`config.mk`:
```
export PLATFORM = sky130hd
export DESIGN_NAME = mem_port_arbiter
export DESIGN_NICKNAME = d
export VERILOG_FILES = /design/src/rtl/mem_arb_pkg.sv /design/src/rtl/arb_streak_counter.sv /design/src/rtl/mem_port_arbiter.sv
export SDC_FILE = /design/constraint.sdc
export NUM_CORES = 1
export LEC_CHECK = 0
export ABC_AREA = 1
export CORE_AREA = 2 2 54 56
export DETAILED_ROUTE_END_ITERATION = 8
export DIE_AREA = 0 0 56 58
export DONT_BUFFER_PORTS = 1
export GPL_ROUTABILITY_DRIVEN = 0
export PLACE_DENSITY = 0.59
export SLEW_MARGIN = 5
export SYNTH_ARGS = -nofsm -noshare
export SYNTH_HDL_FRONTEND = slang
export SYNTH_SLANG_ARGS = --single-unit
```
`constraint.sdc`:
```
create_clock -name clk -period 3.75 [get_ports clk]
set_input_delay 0.75 -clock clk [delete_from_list [all_inputs] [get_ports clk]]
set_output_delay 0.75 -clock clk [all_outputs]
set_load 0.05 [all_outputs]
```
`src/rtl/mem_arb_pkg.sv`:
```
// ----------------------------------------------------------------------------
// mem_arb_pkg
//
// Shared definitions for the data-memory port arbiter.
//
//   owner_e   - who owns the read word coming back from the RAM in the
//               current cycle (the read granted one cycle earlier).
//               CPU writes and idle cycles record NONE because nothing
//               comes back for them.
//   STREAK_W  - width of the consecutive-video-grant counter. It is four
//               bits, so the video burst limit can be at most 15.
// ----------------------------------------------------------------------------
package mem_arb_pkg;

    localparam int STREAK_W = 4;

    typedef enum logic [1:0] {
        NONE   = 2'b00,
        CPU_RD = 2'b01,
        VID_RD = 2'b10
    } owner_e;

endpackage : mem_arb_pkg

```
`src/rtl/arb_streak_counter.sv`:
```
// ----------------------------------------------------------------------------
// arb_streak_counter
//
// Counts consecutive video grants that were made while the CPU was left
// waiting. Once the count reaches LIMIT, limit_hit_o tells the arbiter to
// hand the next slot to the CPU. The count saturates at LIMIT instead of
// wrapping, so the CPU keeps its claim until it is actually granted.
//
// Ports:
//   clk          system clock, rising edge
//   reset        asynchronous, active-low
//   clr_i        clear the count (CPU granted, or CPU not requesting)
//   inc_i        video was granted while the CPU was requesting
//   limit_hit_o  count has reached LIMIT
//
// LIMIT must lie in 1 .. 2**WIDTH-1.
// ----------------------------------------------------------------------------
module arb_streak_counter
    import mem_arb_pkg::*;
#(
    parameter int WIDTH = STREAK_W,
    parameter int LIMIT = 4
) (
    input  logic clk,
    input  logic reset,
    input  logic clr_i,
    input  logic inc_i,
    output logic limit_hit_o
);

    localparam logic [WIDTH-1:0] LIMIT_V = WIDTH'(LIMIT);

    logic [WIDTH-1:0] count_q;
    logic [WIDTH-1:0] count_d;

    assign limit_hit_o = (count_q == LIMIT_V);

    // Clear has priority. Holding at LIMIT stops the count from wrapping
    // back to zero while the CPU is still waiting.
    always_comb begin
        count_d = count_q;
        if (clr_i) begin
            count_d = '0;
        end else if (inc_i && !limit_hit_o) begin
            count_d = count_q + WIDTH'(1);
        end
    end

    always_ff @(posedge clk or negedge reset) begin
        if (!reset) begin
            count_q <= '0;
        end else begin
            count_q <= count_d;
        end
    end

endmodule : arb_streak_counter

```
`src/rtl/mem_port_arbiter.sv`:
```
// ----------------------------------------------------------------------------
// mem_port_arbiter
//
// Shares the single synchronous-read data-memory port between the CPU and
// the display scanout engine. Video has priority so pixel deadlines are met.
// After VID_BURST_MAX consecutive video grants taken while the CPU was
// waiting, the CPU gets the next slot. Each word read back from the RAM is
// tagged with its owner through cpu_rvalid / vid_rvalid.
//
// Ports:
//   clk, reset                   clock; asynchronous active-low reset
//   cpu_req/we/addr/wdata        CPU request, held until cpu_gnt
//   cpu_gnt                      CPU access accepted this cycle
//   cpu_rvalid, cpu_rdata        CPU read return, one cycle after grant
//   vid_req/addr                 video read request, held until vid_gnt
//   vid_gnt                      video access accepted this cycle
//   vid_rvalid, vid_rdata        video read return, one cycle after grant
//   mem_addr/wdata/we            steered RAM command
//   mem_rdata                    RAM read data, registered, 1-cycle latency
//
// VID_BURST_MAX must lie in 1..15.
// ----------------------------------------------------------------------------
module mem_port_arbiter
    import mem_arb_pkg::*;
#(
    parameter int ADDR_W        = 16,
    parameter int DATA_W        = 16,
    parameter int VID_BURST_MAX = 4
) (
    input  logic              clk,
    input  logic              reset,

    input  logic              cpu_req,
    input  logic              cpu_we,
    input  logic [ADDR_W-1:0] cpu_addr,
    input  logic [DATA_W-1:0] cpu_wdata,
    output logic              cpu_gnt,
    output logic              cpu_rvalid,
    output logic [DATA_W-1:0] cpu_rdata,

    input  logic              vid_req,
    input  logic [ADDR_W-1:0] vid_addr,
    output logic              vid_gnt,
    output logic              vid_rvalid,
    output logic [DATA_W-1:0] vid_rdata,

    output logic [ADDR_W-1:0] mem_addr,
    output logic [DATA_W-1:0] mem_wdata,
    output logic              mem_we,
    input  logic [DATA_W-1:0] mem_rdata
);

    owner_e owner_q;
    owner_e owner_d;

    logic cpu_req_act;
    logic vid_req_act;
    logic limit_hit;

    // Grants are combinational, so the requests are masked with reset.
    // This keeps grants and mem_we at zero while reset is held, even
    // though the requesters may still be asserting req.
    assign cpu_req_act = cpu_req & reset;
    assign vid_req_act = vid_req & reset;

    // The streak only grows while the CPU is actually waiting. It is
    // cleared when the CPU is served or when the CPU stops requesting.
    arb_streak_counter #(
        .WIDTH (STREAK_W),
        .LIMIT (VID_BURST_MAX)
    ) u_streak (
        .clk         (clk),
        .reset       (reset),
        .clr_i       (cpu_gnt | ~cpu_req_act),
        .inc_i       (vid_gnt & cpu_req_act),
        .limit_hit_o (limit_hit)
    );

    // Grant selection and RAM command steering. Video wins unless the
    // CPU is waiting and the video streak has reached its limit. The
    // owner recorded for next cycle follows the granted read. A CPU write
    // returns nothing, so it records NONE, the same as an idle cycle.
    always_comb begin
        cpu_gnt   = 1'b0;
        vid_gnt   = 1'b0;
        mem_addr  = '0;
        mem_wdata = '0;
        mem_we    = 1'b0;
        owner_d   = NONE;

        if (vid_req_act && !(cpu_req_act && limit_hit)) begin
            vid_gnt  = 1'b1;
            mem_addr = vid_addr;
            owner_d  = VID_RD;
        end else if (cpu_req_act) begin
            cpu_gnt   = 1'b1;
            mem_addr  = cpu_addr;
            mem_wdata = cpu_wdata;
            mem_we    = cpu_we;
            owner_d   = cpu_we ? NONE : CPU_RD;
        end
    end

    // Owner of the word the RAM presents next cycle. Reset clears it
    // asynchronously, which drops any read that is still in flight.
    always_ff @(posedge clk or negedge reset) begin
        if (!reset) begin
            owner_q <= NONE;
        end else begin
            owner_q <= owner_d;
        end
    end

    // Both consumers see the raw RAM word. Only the owner gets a valid
    // strobe. Gating the strobes with reset keeps them low for the whole
    // reset window, not just after the register has cleared.
    assign cpu_rvalid = reset && (owner_q == CPU_RD);
    assign vid_rvalid = reset && (owner_q == VID_RD);
    assign cpu_rdata  = mem_rdata;
    assign vid_rdata  = mem_rdata;

endmodule : mem_port_arbiter

```
**Yosys cells after proc, flatten, opt, wreduce, memory -nomap -nowiden**

Cells that the tools add are included.

- Add/sub/neg operators: 1
- Equal/unequal tests: 3
- Muxes and demuxes: 14
- Bitwise operators: 5
- Reduce and logical (&&, ||, !) cells: 8

Operator list:

| kind | count |
|---|---|
| 2-to-1 mux 16 bit | 4 |
| 2-to-1 mux 4 bit | 2 |
| 2-to-1 mux 1 bit | 7 |
| logical AND 1 bit | 5 |
| adder 4 x 1 -> 4 bit, second input constant | 1 |
| == test 4 x 3 -> 1 bit, second input constant | 1 |
| AND 1 bit | 3 |
| == test 2 x 1 -> 1 bit, second input constant | 1 |
| == test 2 bit, second input constant | 1 |
| logical NOT 1 bit | 2 |
| 2-to-1 mux 2 bit | 1 |
| nonzero test 2 bit | 1 |
| NOT 1 bit | 1 |
| OR 1 bit | 1 |

- Bits in registers: 6
- Input bits: 69
- Output and inout port bits: 69
- Word-level logic and storage cells: 33

**Depth between registers and ports, before layout**

- Depth after elaboration: 9
- Depth in mapped cells: 9
- Gate-level depth less buffers: 8

**Modules after synthesis**

A second synthesis with hierarchy kept.

- Cells, all modules: 204
- Area, all modules: 1198.6 µm²

By module, submodules not included:

| module | instances | cells an instance | area an instance (µm²) | seq. area each (µm²) |
|---|---|---|---|---|
| mem_port_arbiter | 1 | 172 | 945.9 | 50.0 |
| arb_streak_counter | 1 | 32 | 252.7 | 100.1 |

**Worst setup path after synthesis**

No wires, ideal clock.

- Kind: input to output
- From: in cpu_req
- To: out mem_wdata[10]
- Data arrival time: 1762 ps
- Data required time: 3000 ps
- Setup slack: 1238 ps
- Stages on the path: 7
- Buffers on the path: 1
- Path through: nand2_2 nor2_4 nand2_4 nand2_4 inv_4 buf_6 nor2_2

- Longest elaborated chain between the ends: 5
- Elaborated cells between the ends (all ways): 6
- Classes of those cells: 2 x mux; 1 x bitwise; 3 x reduce/logical

RTL lines:

| item | RTL line | text |
|---|---|---|
| from (decl) | mem_port_arbiter.sv:33 | `input logic cpu_req,` |
| AND 1 bit (*) | mem_port_arbiter.sv:63 | `assign cpu_req_act = cpu_req & reset;` |
| logical AND 1 bit | mem_port_arbiter.sv:91 | `if (vid_req_act && !(cpu_req_act && limit_hit)) begin` |
| logical NOT 1 bit | mem_port_arbiter.sv:91 |  |
| logical AND 1 bit | mem_port_arbiter.sv:91 |  |
| 2-to-1 mux 16 bit (*) | mem_port_arbiter.sv:91 |  |
| to (decl) | mem_port_arbiter.sv:48 | `output logic [DATA_W-1:0] mem_wdata,` |

Mark *: on every way between the ends. The rest lies on a longest branch, timed or not.

**Final worst setup path**

- From: in cpu_req
- To: out mem_wdata[1]

Same word-level chain as after synthesis.

==> impl_metrics.ini <==
[die]
chipHeight_um = 58
die_w_um = 56
coreArea_um2 = 2663
die_area_um2 = 3248
rows = 19
io-pin-count = 138
start_util_pct = 42.48

[synth]
yosys.area.top_type = buf_4
synth_warnings = 0
synthAdderAreaFrac_pct = 2.212
avgSynthCellArea_um2 = 5.953
ys_seq_area_share_pct = 13.27
synthTopCellsByArea = buf_4 (22%), nand2_1 (18%), dfrtp_1 (13%)
synth_fp_nets = 261
ys_types = 18
ys_ff_latch = 6
synth_mux_area_share_pct = 0
syn_inst = 190
synth_top_family_by_area = simple AND/OR/NAND/NOR gates
synth_top_area_share_pct = 21.90
synthSimpleGateAreaFrac_pct = 47.90
synth-xor-area-share_pct = 1.549
synth-compound-area-share_pct = 0
synth_area_um2 = 1131

[critical_path]
path_buf_inv = 1
criticalPathCategory = in2out
startpoint_type = primary input
r2r-start = u_streak.count_q[0]
ff2ff_path_depth = 8
worst_path_most_repeated_cell = nand2_4
critPathCaptureType = output pin
cp.required_ns = 3.00
cp_slowest_cell = nor2_2
critPathTopFamily = simple AND/OR/NAND/NOR gates
cpPeakStageDelay_ns = 0.50
worstPathArrival_ns = 2.24
reg2reg_to = owner_q[0]
critPathMaxFanout = 21
path_cells = nand2_2 -> nor2_4 -> nand2_4 -> nand2_4 -> inv_4 -> nor2_2
r2r_slack_ns = 2.07

[placed_design]
dp_cells = 181
io_buffers = 0
dp_hpwl_um = 2065

[power]
powerDensity_nw_per_um2 = 280.2
p_int_mw = 0.1189
power.leakage_nw = 0.4722
p_comb_share_pct = 49.6
swShare_pct = 52.02
p_clk_share_pct = 23.2
p_sw_mw = 0.1289
ir_drop_mv = 0.1124
seq_power_share_pct = 27.2

[routing]
met3_length_um = 333
met2_length_um = 1247
met1_length_um = 880
highest_layer = met4
totalWireLength_um = 2485
wl_per_cell_um = 13.51
first_iter_violations = 72
vias = 924
dr.pass1.iters = 4
drc = 0
vias_per_cell = 5.022
postRouteAntennaNets = 0

[timing]
slew_viol_final = 0
fin_tns_setup_ns = 0
hold_viol = 0
max_slew.worst_pin.slew_ns = 0.8898
finalCriticalPeriod_ns = 2.991
fin_crit_sh_pct = 79.75
max_slew_margin_pct = 40.46
rsz0062_at_grt = no
setup_violations = 0
skew_ns = 0.002287
fmax_ghz = 0.3344

[finish]
regArea_um2 = 150.1
drive_gt1_share_pct = 19.61
multi_input_area_um2 = 584.3
fillers = 311
final_cell_count_no_fill = 184
final_cell_mix = nand2_1 (53), nor2_1 (22), inv_1 (20), nor2_2 (18), nand3_1 (18)
fin_nets = 226
post-route-util_pct = 33.22
syn_to_final_growth_pct = -21.79
antennaDiodeCount = 0
final_common_cell = nand2_1

[clocking]
root_buffer = clkbuf_4
hold_buffers = 0
clock-sinks = 6
clk_latency_ns = 0.24
cts_setup_buffers = 0
cts_buffers = 3
cts_tree = done
clock_path_buffers = 2
clk_pin_slew_ns = 0.04
htree_levels = 1
post_cts_resized = 0

[global_route]
grt_overflow = 0
grt_pass1_vias = 789
grt_max_degree = 22
grt_antenna_before_repair = 0
grt_usage_pct = 13.90
grt_first_pass_wirelength_um = 3663

[min_path]
hp-class = in2async

[job]
cap_violations = 0

[outcome]
status = finished clean
[area by class of cell]
class / instances / area share (%)
inverter: 23 / 10.04
tap: 31 / 4.385
sequential: 6 / 16.97
clock buffer: 3 / 2.546
multi-input combinational: 121 / 66.05
[power by group through the flow]
| stage | logic [mW] | registers, mW | clock network (mW) |
|---|---|---|---|
| 2_1_floorplan | 0.214 | 0.0682 | 0 |
| 3_3_place_gp | 0.123 | 0.0684 | 0 |
| 3_5_place_dp | 0.124 | 0.0684 | 0 |
| 4_1_cts | 0.124 | 0.0674 | 0.0595 |
| 5_1_grt | 0.131 | 0.0675 | 0.0678 |
| 6_report | 0.123 | 0.0675 | 0.0574 |
[routing by layer]
metal,vias up,track usage [%]
met2,76,25.38
met3,8,6.250
met4,0,4.082
li1,454,-
met1,386,14.38
met5,-,0
[state kept, by name (all words and copies together) (netlist names)]
register,flops
u_streak.count_q,4
owner_q,2
[worst register-to-register path, delay by kind of cell (launching register included)]
kind / cells / cell delay [ns]
buf+inv: 2 / 0.44
simple gates: 5 / 0.53
flops: 1 / 0.38
fa+ha+maj: 1 / 0.19
[logic make-up (layout without fill, tap and decap cells)]
kind of cell,after synthesis,count (layout)
xor gates and xnor gates,2,2
adders and majority gates,2,2
buffers and inverters,63,26
DFF,6,6
and+or+nand+nor,117,117
[worst max-delay path by stage]
stage	from	endpoint	slack (ns)	cells past startpoint
CTS	cpu_req	mem_wdata[1]	0.73	6
detailed placement	cpu_req	mem_wdata[1]	0.73	6
floorplan	cpu_req	mem_wdata[10]	1.24	7
global route	cpu_req	mem_wdata[1]	0.63	6
finish	cpu_req	mem_wdata[1]	0.76	6
global placement	cpu_req	mem_wdata[14]	0.79	6
[metrics by stage]
stage          power [mW]  hold slack, ns  setup slack (ns)  instance area [um2]
2_1_floorplan      0.2823          0.4542             1.238                 1131
3_3_place_gp       0.1916          0.4546            0.7894                862.1
3_5_place_dp       0.1924          0.4546            0.7302                862.1
4_1_cts            0.2511          0.1980            0.7276                884.6
5_1_grt            0.2665          0.1799            0.6282                884.6
6_report           0.2478          0.2046            0.7593                884.6
[cell usage after synthesis]
cell / n
nand2_1: 53
ha_1: 2
inv_4: 1
xnor2_1: 1
buf_2: 3
or2_2: 1
inv_1: 20
xor2_1: 1
buf_6: 4
nand3_1: 18
nor2_2: 18
nand2_2: 1
dfrtp_1: 6
nor2_1: 22
nor2_4: 2
nand2_4: 2
inv_2: 2
buf_4: 33
(Power assumes the default switching activity.)
